## src/rtl/toggle_pulse_rx_pkg.sv

```systemverilog
// Shared constants and types for the toggle-based pulse crossing (sender and receiver sides).
// The counter ceiling is derived from the counter width so both ends agree on capacity.
package toggle_pulse_rx_pkg;

   localparam int TPR_SYNC_STAGES_DEF = 2;
   localparam int TPR_CNT_W_DEF       = 4;

   typedef enum logic [1:0] {
      CNT_HOLD,
      CNT_INC,
      CNT_DEC
   } cnt_op_e;

   function automatic int unsigned tpr_cnt_max(input int unsigned cnt_w);
      return (32'd1 << cnt_w) - 32'd1;
   endfunction

endpackage

```

## src/rtl/toggle_pulse_rx_if.sv

```systemverilog
// Event drain interface of the toggle pulse receiver: valid/ready pop plus status and overflow clear.
interface toggle_pulse_rx_if
   import toggle_pulse_rx_pkg::*;
#(
   parameter int CNT_W = TPR_CNT_W_DEF
);

   logic             ev_valid;
   logic             ev_ready;
   logic [CNT_W-1:0] pend_cnt;
   logic             ovf;
   logic             ovf_clr;

   modport master (
      output ev_valid,
      output pend_cnt,
      output ovf,
      input  ev_ready,
      input  ovf_clr
   );

   modport slave (
      input  ev_valid,
      input  pend_cnt,
      input  ovf,
      output ev_ready,
      output ovf_clr
   );

endinterface

```

## src/rtl/toggle_pulse_rx_bit_sync.sv

```systemverilog
// Generic N-flop single-bit synchroniser with asynchronous active-low reset.
module bit_sync
   import toggle_pulse_rx_pkg::*;
#(
   parameter int STAGES = TPR_SYNC_STAGES_DEF
) (
   input  logic clk,
   input  logic rst_n,
   input  logic d,
   output logic q
);

   logic [STAGES-1:0] chain;

   always_ff @(posedge clk or negedge rst_n) begin
      if (!rst_n) begin
         chain <= '0;
      end else begin
         chain <= {chain[STAGES-2:0], d};
      end
   end

   assign q = chain[STAGES-1];

endmodule

```

## src/rtl/toggle_pulse_rx.sv

```systemverilog
// Receive end of the toggle pulse crossing: synchronise the toggle level, turn each level change
// into one event, and hold events in a saturating pending counter drained over valid/ready.
module toggle_pulse_rx
   import toggle_pulse_rx_pkg::*;
#(
   parameter int SYNC_STAGES = TPR_SYNC_STAGES_DEF,
   parameter int CNT_W       = TPR_CNT_W_DEF
) (
   input  logic                     clk,
   input  logic                     rst_n,
   input  logic                     tog_in,
   output logic                     ack_lvl,
   toggle_pulse_rx_if.master        ev_if
);

   localparam logic [CNT_W-1:0] CNT_MAX = CNT_W'(tpr_cnt_max(CNT_W));

   logic             sync_lvl;
   logic             hist;
   logic             inc;
   logic             pop;
   logic [CNT_W-1:0] pend_cnt;
   logic             ovf;
   cnt_op_e          cnt_op;

   bit_sync #(
      .STAGES (SYNC_STAGES)
   ) u_tog_sync (
      .clk   (clk),
      .rst_n (rst_n),
      .d     (tog_in),
      .q     (sync_lvl)
   );

   // History flop holds the last accepted level; it doubles as the acknowledge back to the sender.
   always_ff @(posedge clk or negedge rst_n) begin
      if (!rst_n) begin
         hist <= 1'b0;
      end else begin
         hist <= sync_lvl;
      end
   end

   assign inc = sync_lvl ^ hist;
   assign pop = ev_if.ev_valid & ev_if.ev_ready;

   always_comb begin
      cnt_op = CNT_HOLD;
      if (inc && !pop) begin
         cnt_op = CNT_INC;
      end else if (!inc && pop) begin
         cnt_op = CNT_DEC;
      end
   end

   // Saturating counter; a dropped event sets ovf, and a simultaneous set beats ovf_clr.
   always_ff @(posedge clk or negedge rst_n) begin
      if (!rst_n) begin
         pend_cnt <= '0;
         ovf      <= 1'b0;
      end else begin
         if (ev_if.ovf_clr) begin
            ovf <= 1'b0;
         end
         case (cnt_op)
            CNT_INC: begin
               if (pend_cnt == CNT_MAX) begin
                  ovf <= 1'b1;
               end else begin
                  pend_cnt <= pend_cnt + CNT_W'(1);
               end
            end
            CNT_DEC: pend_cnt <= pend_cnt - CNT_W'(1);
            default: pend_cnt <= pend_cnt;
         endcase
      end
   end

   assign ev_if.ev_valid = (pend_cnt != '0);
   assign ev_if.pend_cnt = pend_cnt;
   assign ev_if.ovf      = ovf;
   assign ack_lvl        = hist;

endmodule
```

## src/flat_wrapper.sv

```systemverilog
// flat-port wrapper written by rule: the top's interface ports become plain ports
module toggle_pulse_rx_flat import toggle_pulse_rx_pkg::*;
#(
   parameter int SYNC_STAGES = TPR_SYNC_STAGES_DEF,
   parameter int CNT_W       = TPR_CNT_W_DEF
)
  (clk, rst_n, tog_in, ack_lvl, ev_if_ev_valid, ev_if_pend_cnt, ev_if_ovf, ev_if_ev_ready, ev_if_ovf_clr);
  toggle_pulse_rx_if #(.CNT_W(CNT_W)) ev_if_i ();
  input  logic clk;
  input  logic rst_n;
  input  logic tog_in;
  output logic ack_lvl;
  output wire logic [$bits(ev_if_i.ev_valid)-1:0] ev_if_ev_valid;
  output wire logic [$bits(ev_if_i.pend_cnt)-1:0] ev_if_pend_cnt;
  output wire logic [$bits(ev_if_i.ovf)-1:0] ev_if_ovf;
  input wire logic [$bits(ev_if_i.ev_ready)-1:0] ev_if_ev_ready;
  input wire logic [$bits(ev_if_i.ovf_clr)-1:0] ev_if_ovf_clr;
  assign ev_if_ev_valid = ev_if_i.ev_valid;
  assign ev_if_pend_cnt = ev_if_i.pend_cnt;
  assign ev_if_ovf = ev_if_i.ovf;
  assign ev_if_i.ev_ready = ev_if_ev_ready;
  assign ev_if_i.ovf_clr = ev_if_ovf_clr;
  toggle_pulse_rx #(.SYNC_STAGES(SYNC_STAGES), .CNT_W(CNT_W)) u_core (.clk(clk), .rst_n(rst_n), .tog_in(tog_in), .ack_lvl(ack_lvl), .ev_if(ev_if_i));
endmodule
```

## config.mk

```make
export PLATFORM = sky130hd
export DESIGN_NAME = toggle_pulse_rx_flat
export DESIGN_NICKNAME = d
export VERILOG_FILES = /design/src/rtl/toggle_pulse_rx_pkg.sv /design/src/rtl/toggle_pulse_rx_if.sv /design/src/rtl/toggle_pulse_rx_bit_sync.sv /design/src/rtl/toggle_pulse_rx.sv /design/src/flat_wrapper.sv
export SDC_FILE = /design/constraint.sdc
export NUM_CORES = 1
export LEC_CHECK = 0
export CORE_AREA = 2 2 39 41
export DETAILED_ROUTE_END_ITERATION = 12
export DIE_AREA = 0 0 41 43
export PLACE_DENSITY = 0.58
export SYNTH_ARGS = -nofsm -noshare
export SYNTH_HDL_FRONTEND = slang
export SYNTH_SLANG_ARGS = --single-unit
```

## constraint.sdc

```tcl
create_clock -name clk -period 3.2 [get_ports clk]
set_input_delay 0.32 -clock clk [delete_from_list [all_inputs] [get_ports clk]]
set_output_delay 0.32 -clock clk [all_outputs]
set_load 0.02 [all_outputs]
```

== Word level (Yosys, flattened, before mapping) ==
Cells that the tools add are included.
Word-level totals
  register bits: 8
  output and inout bits: 7
  word-level logic and storage cells: 26
Cells by class
  $add $sub $neg: 2
  equality and inequality tests: 4
  mux-type cells: 7
  bitwise logic cells: 2
  reduce and logical (&&, ||, !) cells: 7
Operator list (count)
  4-bit one-hot mux with 2 select lines: 1
  4-bit by 1-bit adder with 4-bit output, second input constant: 1
  4-bit == test, second input constant: 1
  2-bit 2-to-1 mux: 2
  4-bit 2-to-1 mux: 1
  4-bit nonzero test: 1
  4-bit by 1-bit subtractor with 4-bit output, second input constant: 1
  1-bit 2-to-1 mux: 3
  2-bit by 1-bit == test with 1-bit output, second input constant: 1
  2-bit == test, second input constant: 1
  1-bit logical AND: 2
  1-bit zero test: 2
  2-bit inequality test, second input constant: 1
  2-bit AND reduction: 1
  2-bit nonzero test: 1
  1-bit AND: 1
  1-bit bitwise XOR: 1

== Logic depth before layout (Yosys ltp) ==
  depth after elaboration: 8
  gate-level depth with buffers: 7
  depth with buffers taken out: 7

== Hierarchy ==
A second synthesis with hierarchy kept.
Second synthesis, totals
  cell total of the unflattened synthesis: 49
  area, all modules: 459.2 µm²
Modules (own cells, without submodules)
  toggle_pulse_rx: instances 1, cells an instance 47, area each 409.1 µm², seq. area each 150.1 µm²
  bit_sync: instances 1, cells an instance 2, area each 50.0 µm², seq. area each 50.0 µm²

== Worst setup path before layout ==
OpenSTA, ideal clock, no wires.
  path kind: reg2reg
  start: reg u_core.pend_cnt[1], in the netlist u_core.ev_if.pend_cnt[1]
  end: reg u_core.pend_cnt[2], in the netlist u_core.ev_if.pend_cnt[2]
  library setup time: 0.135 ns
  data arrival time: 1.936 ns
  required time: 3.065 ns
  path slack: 1.129 ns
  stages on the path, launching flop included: 8
  clock period less this slack: 2.071 ns
  path through: dfrtp_1 -> o41ai_4 -> nor2_1 -> xor2_1 -> ha_1 -> nor4_1 -> a41oi_1 -> xnor2_1
Between the ends
  cells in the longest elaborated chain, start to end: 8
  elaborated cells between the ends (all ways): 17
  classes of those cells: 2 x add/sub; 4 x eq/ne; 4 x mux; 1 x bitwise; 6 x reduce/logical
RTL lines
  from (decl): line toggle_pulse_rx.sv:22  | logic [CNT_W-1:0] pend_cnt;
  from (signal assigned): line toggle_pulse_rx.sv:70  | pend_cnt <= pend_cnt + CNT_W'(1);
  from (signal assigned): line toggle_pulse_rx.sv:73  | CNT_DEC: pend_cnt <= pend_cnt - CNT_W'(1);
  from (signal assigned): line toggle_pulse_rx.sv:74  | default: pend_cnt <= pend_cnt;
  4-bit nonzero test: line toggle_pulse_rx.sv:79  | assign ev_if.ev_valid = (pend_cnt != '0);
  1-bit AND: line toggle_pulse_rx.sv:45  | assign pop = ev_if.ev_valid & ev_if.ev_ready;
  1-bit logical AND or 1-bit zero test (tied branches): line toggle_pulse_rx.sv:51, toggle_pulse_rx.sv:49
  2-bit 2-to-1 mux or 1-bit logical AND (tied branches): line toggle_pulse_rx.sv:51, toggle_pulse_rx.sv:49
  2-bit 2-to-1 mux: line toggle_pulse_rx.sv:49  | if (inc && !pop) begin
  2-bit by 1-bit == test with 1-bit output or 2-bit == test (tied branches): line toggle_pulse_rx.sv:65  | case (cnt_op)
  2-bit inequality test (no line) or 2-bit nonzero test (tied branches)
  2-bit AND reduction (no line)
Parallel ways exist; a longest one is shown, timed or not. The select of a mux whose other input is x is not followed.
A chain may end at the register's enable or synchronous reset.

== Final worst setup path ==
  start: reg u_core.pend_cnt[1], in the netlist u_core.ev_if.pend_cnt[1]
  end: out ev_if_ev_valid
Between the ends
  cells in the longest elaborated chain, start to end: 1
RTL lines
  4-bit nonzero test: line toggle_pulse_rx.sv:79
  to (decl): line flat_wrapper.sv:13  | output wire logic [$bits(ev_if_i.ev_valid)-1:0] ev_if_ev_valid;
Every way passes these cells.

==> reports/qor.yml <==
timing:
  holdWs_ps: 352
  fin_crit_sh: 0.718
  maxSlewHeadroom: 0.718
  hold_violations: 0
  setup_violations: 0
  maxSlewViolCount: 0
  skew_ps: 1.19
  rsz0062_at_grt: "no"
  worstMarginPinSlew_ps: 421
  fmax_mhz: 435
  fin_crit_ps: 2300
  tns_ps: 0
detailed_routing:
  drc: 0
  first_pass_iters: 2
  wire_per_inst_um: 11.8
  viasPerCell: 4.75
  wl_um: 719
  drtIter0Drc: 2
  detail-route-antenna-nets: 0
  vias: 290
finish:
  stdcell_count: 61
  fill_cells: 136
  nNetsFinal: 53
  area_growth_pct: 39.1
  drive_gt1_frac: 0.178
  n_antenna_cell: 0
  fin_area_um2: 543
place:
  placedCellCount: 58
  io_buffer_count: 11
  gp_congestion: 0.712
  place_area_um2: 520
die:
  chipWidth_um: 41
  rows: 14
  chipHeight_um: 43
  initial_core_util: 0.282
  coreArea_um2: 1380
  io_pins: 12
  dieArea_um2: 1760
synthesis:
  netlist.area_leader.share: 0.513
  synth-edff-count: 0
  synth_flop_cell: "dfrtp_1"
  synthesis.nets: 37
  ys_ff_latch: 8
  syn_avg_cell_area_um2: 12.6
  synth_top_cell_by_area: "dfrtp_1"
  synth_warnings: 0
  synthCells: 31
  yosysSeqAreaShare: 0.513
  yosys-top-cells-count: "dfrtp_1, nor2_1, a21oi_1, nand2_1, xor2_1"
  synth_most_common_cell: "dfrtp_1"
  yosysUniqueCellTypes: 19
  yosys-top-cells-area: "dfrtp_1, o41ai_4, xor2_1, xor2_2, mux2_4"
  ys_async_sr_fraction: 1.00
  netlist_area_um2: 390
pwr:
  p_switching_mw: 0.186
  combinationalPowerShare: 0.441
  p_leak_nw: 0.220
  p_int_mw: 0.285
  swShare: 0.395
  ir_drop_uv: 380
  power.density_nw_per_um2: 868
  clockPowerShare: 0.162
  p_seq_frac: 0.397
clock_network:
  cts_buffers: 3
  cts_root_buf: "clkbuf_4"
  clk_path_buf_depth: 2
  clock_latency_ps: 250
  cts_resized: 0
  cts_sinks: 8
  path_clk_slew_ps: 50
  cts_tree: "done"
  post-cts-setup-buffer-count: 0
  holdBufCountCts: 0
  h-tree-depth: 1
critical_path:
  path_cells: "or4_2 -> clkdlybuf4s50_1"
  cp.required_ps: 2880
  cp-start-kind: "flip-flop"
  path_class: "reg2out"
  cp_max_fo: 8
  cpMaxStageDelayCell: "or4_2"
  worstSetupEndpointType: "output port"
  crit_arrival_ps: 1980
  slowest_delay_ps: 690
worst_hold_path:
  hold_path_class: "in2async"
global_route:
  grt.total_usage: 0.108
  grt_pass1_vias: 272
  grt_pass1_wl_um: 1180
  antenna_found_initial: 0
  grt_max_degree: 9
  overflow: 0
flow_run:
  drv_cap: 0
status:
  outcome: "complete, no violations"
[placed cells by master (no fill, tap or decap), types with 2 or more instances in the layout]
cell type        synthesis  layout
clkdlybuf4s50_1          0      11
dfrtp_1                  8       8
nor2_1                   3       3
clkbuf_4                 0       3
xor2_1                   2       2
nand2_1                  2       2
a21oi_1                  2       2
[flip-flops by register name, summed over array words and instances (netlist names)]
| register | cells |
|---|---|
| u_core.ack_lvl | 1 |
| u_core.ev_if.ovf | 1 |
| u_core.u_tog_sync.chain | 2 |
| u_core.ev_if.pend_cnt | 4 |
[cell type report]
cell class                      count  area (um2)  share of cell area
Timing Repair Buffer               11         110               0.203
Multi-Input combinational cell     22         186               0.343
Clock buffer                        3        22.5              0.0415
Sequential cell                     8         200               0.369
Inverter                            1        3.75             0.00691
Tap cell                           16        20.0              0.0369
[power by group through the flow]
stage / combinational (mW) / clock (mW) / sequential (mW)
6_report: 0.208 / 0.0765 / 0.187
5_1_grt: 0.229 / 0.0866 / 0.193
4_1_cts: 0.210 / 0.0818 / 0.187
3_5_place_dp: 0.209 / 0 / 0.189
3_3_place_gp: 0.207 / 0 / 0.189
2_1_floorplan: 0.102 / 0 / 0.208
[layer usage]
| metal | share of wire | global-route usage | vias to the layer above |
|---|---|---|---|
| met1 | 0.45 | 0.134 | 132 |
| met4 | 0.011 | 0.100 | 0 |
| met2 | 0.47 | 0.138 | 11 |
| met5 | 0 | 0 | - |
| met3 | 0.076 | 0.0366 | 2 |
| li1 | - | - | 145 |
[stage by stage]
| step | power, mW | util | setup WS, ps |
|---|---|---|---|
| CTS | 0.479 | 0.392 | 882 |
| global placement | 0.396 | 0.376 | 1100 |
| floorplan | 0.310 | - | 1130 |
| detailed placement | 0.398 | 0.376 | 1090 |
| finish | 0.471 | 0.392 | 903 |
| global route | 0.508 | 0.392 | 845 |
[worst max-delay path, delay by kind of cell, from the launching register on]
family	cells	cell delay, ps
DFF	1	490
and+or+nand+nor	1	690
buffers and inverters	1	550
[final timing paths]
kind / start / to / slack, ps / cells past startpoint
min reg2reg: u_core.u_tog_sync.chain[0] / u_core.u_tog_sync.chain[1] / 350 / 0
min: rst_n / u_core.u_tog_sync.chain[1] / 350 / 1
min in group clk: u_core.u_tog_sync.chain[0] / u_core.u_tog_sync.chain[1] / 350 / 0
max in group asynchronous: rst_n / u_core.ev_if.pend_cnt[1] / 2580 / 1
max reg2reg: u_core.ev_if.pend_cnt[1] / u_core.ev_if.pend_cnt[2] / 1080 / 7
max: u_core.ev_if.pend_cnt[1] / ev_if_ev_valid / 900 / 2
[kinds of logic after synthesis]
family | synth area share
buffers and inverters | 0.00961
DFF | 0.513
adders and majority gates | 0.0320
and+or+nand+nor | 0.141
muxes | 0.0385
xor gates and xnor gates | 0.109
AOI/OAI and AO/OA | 0.157
(Power assumes the default switching activity.)
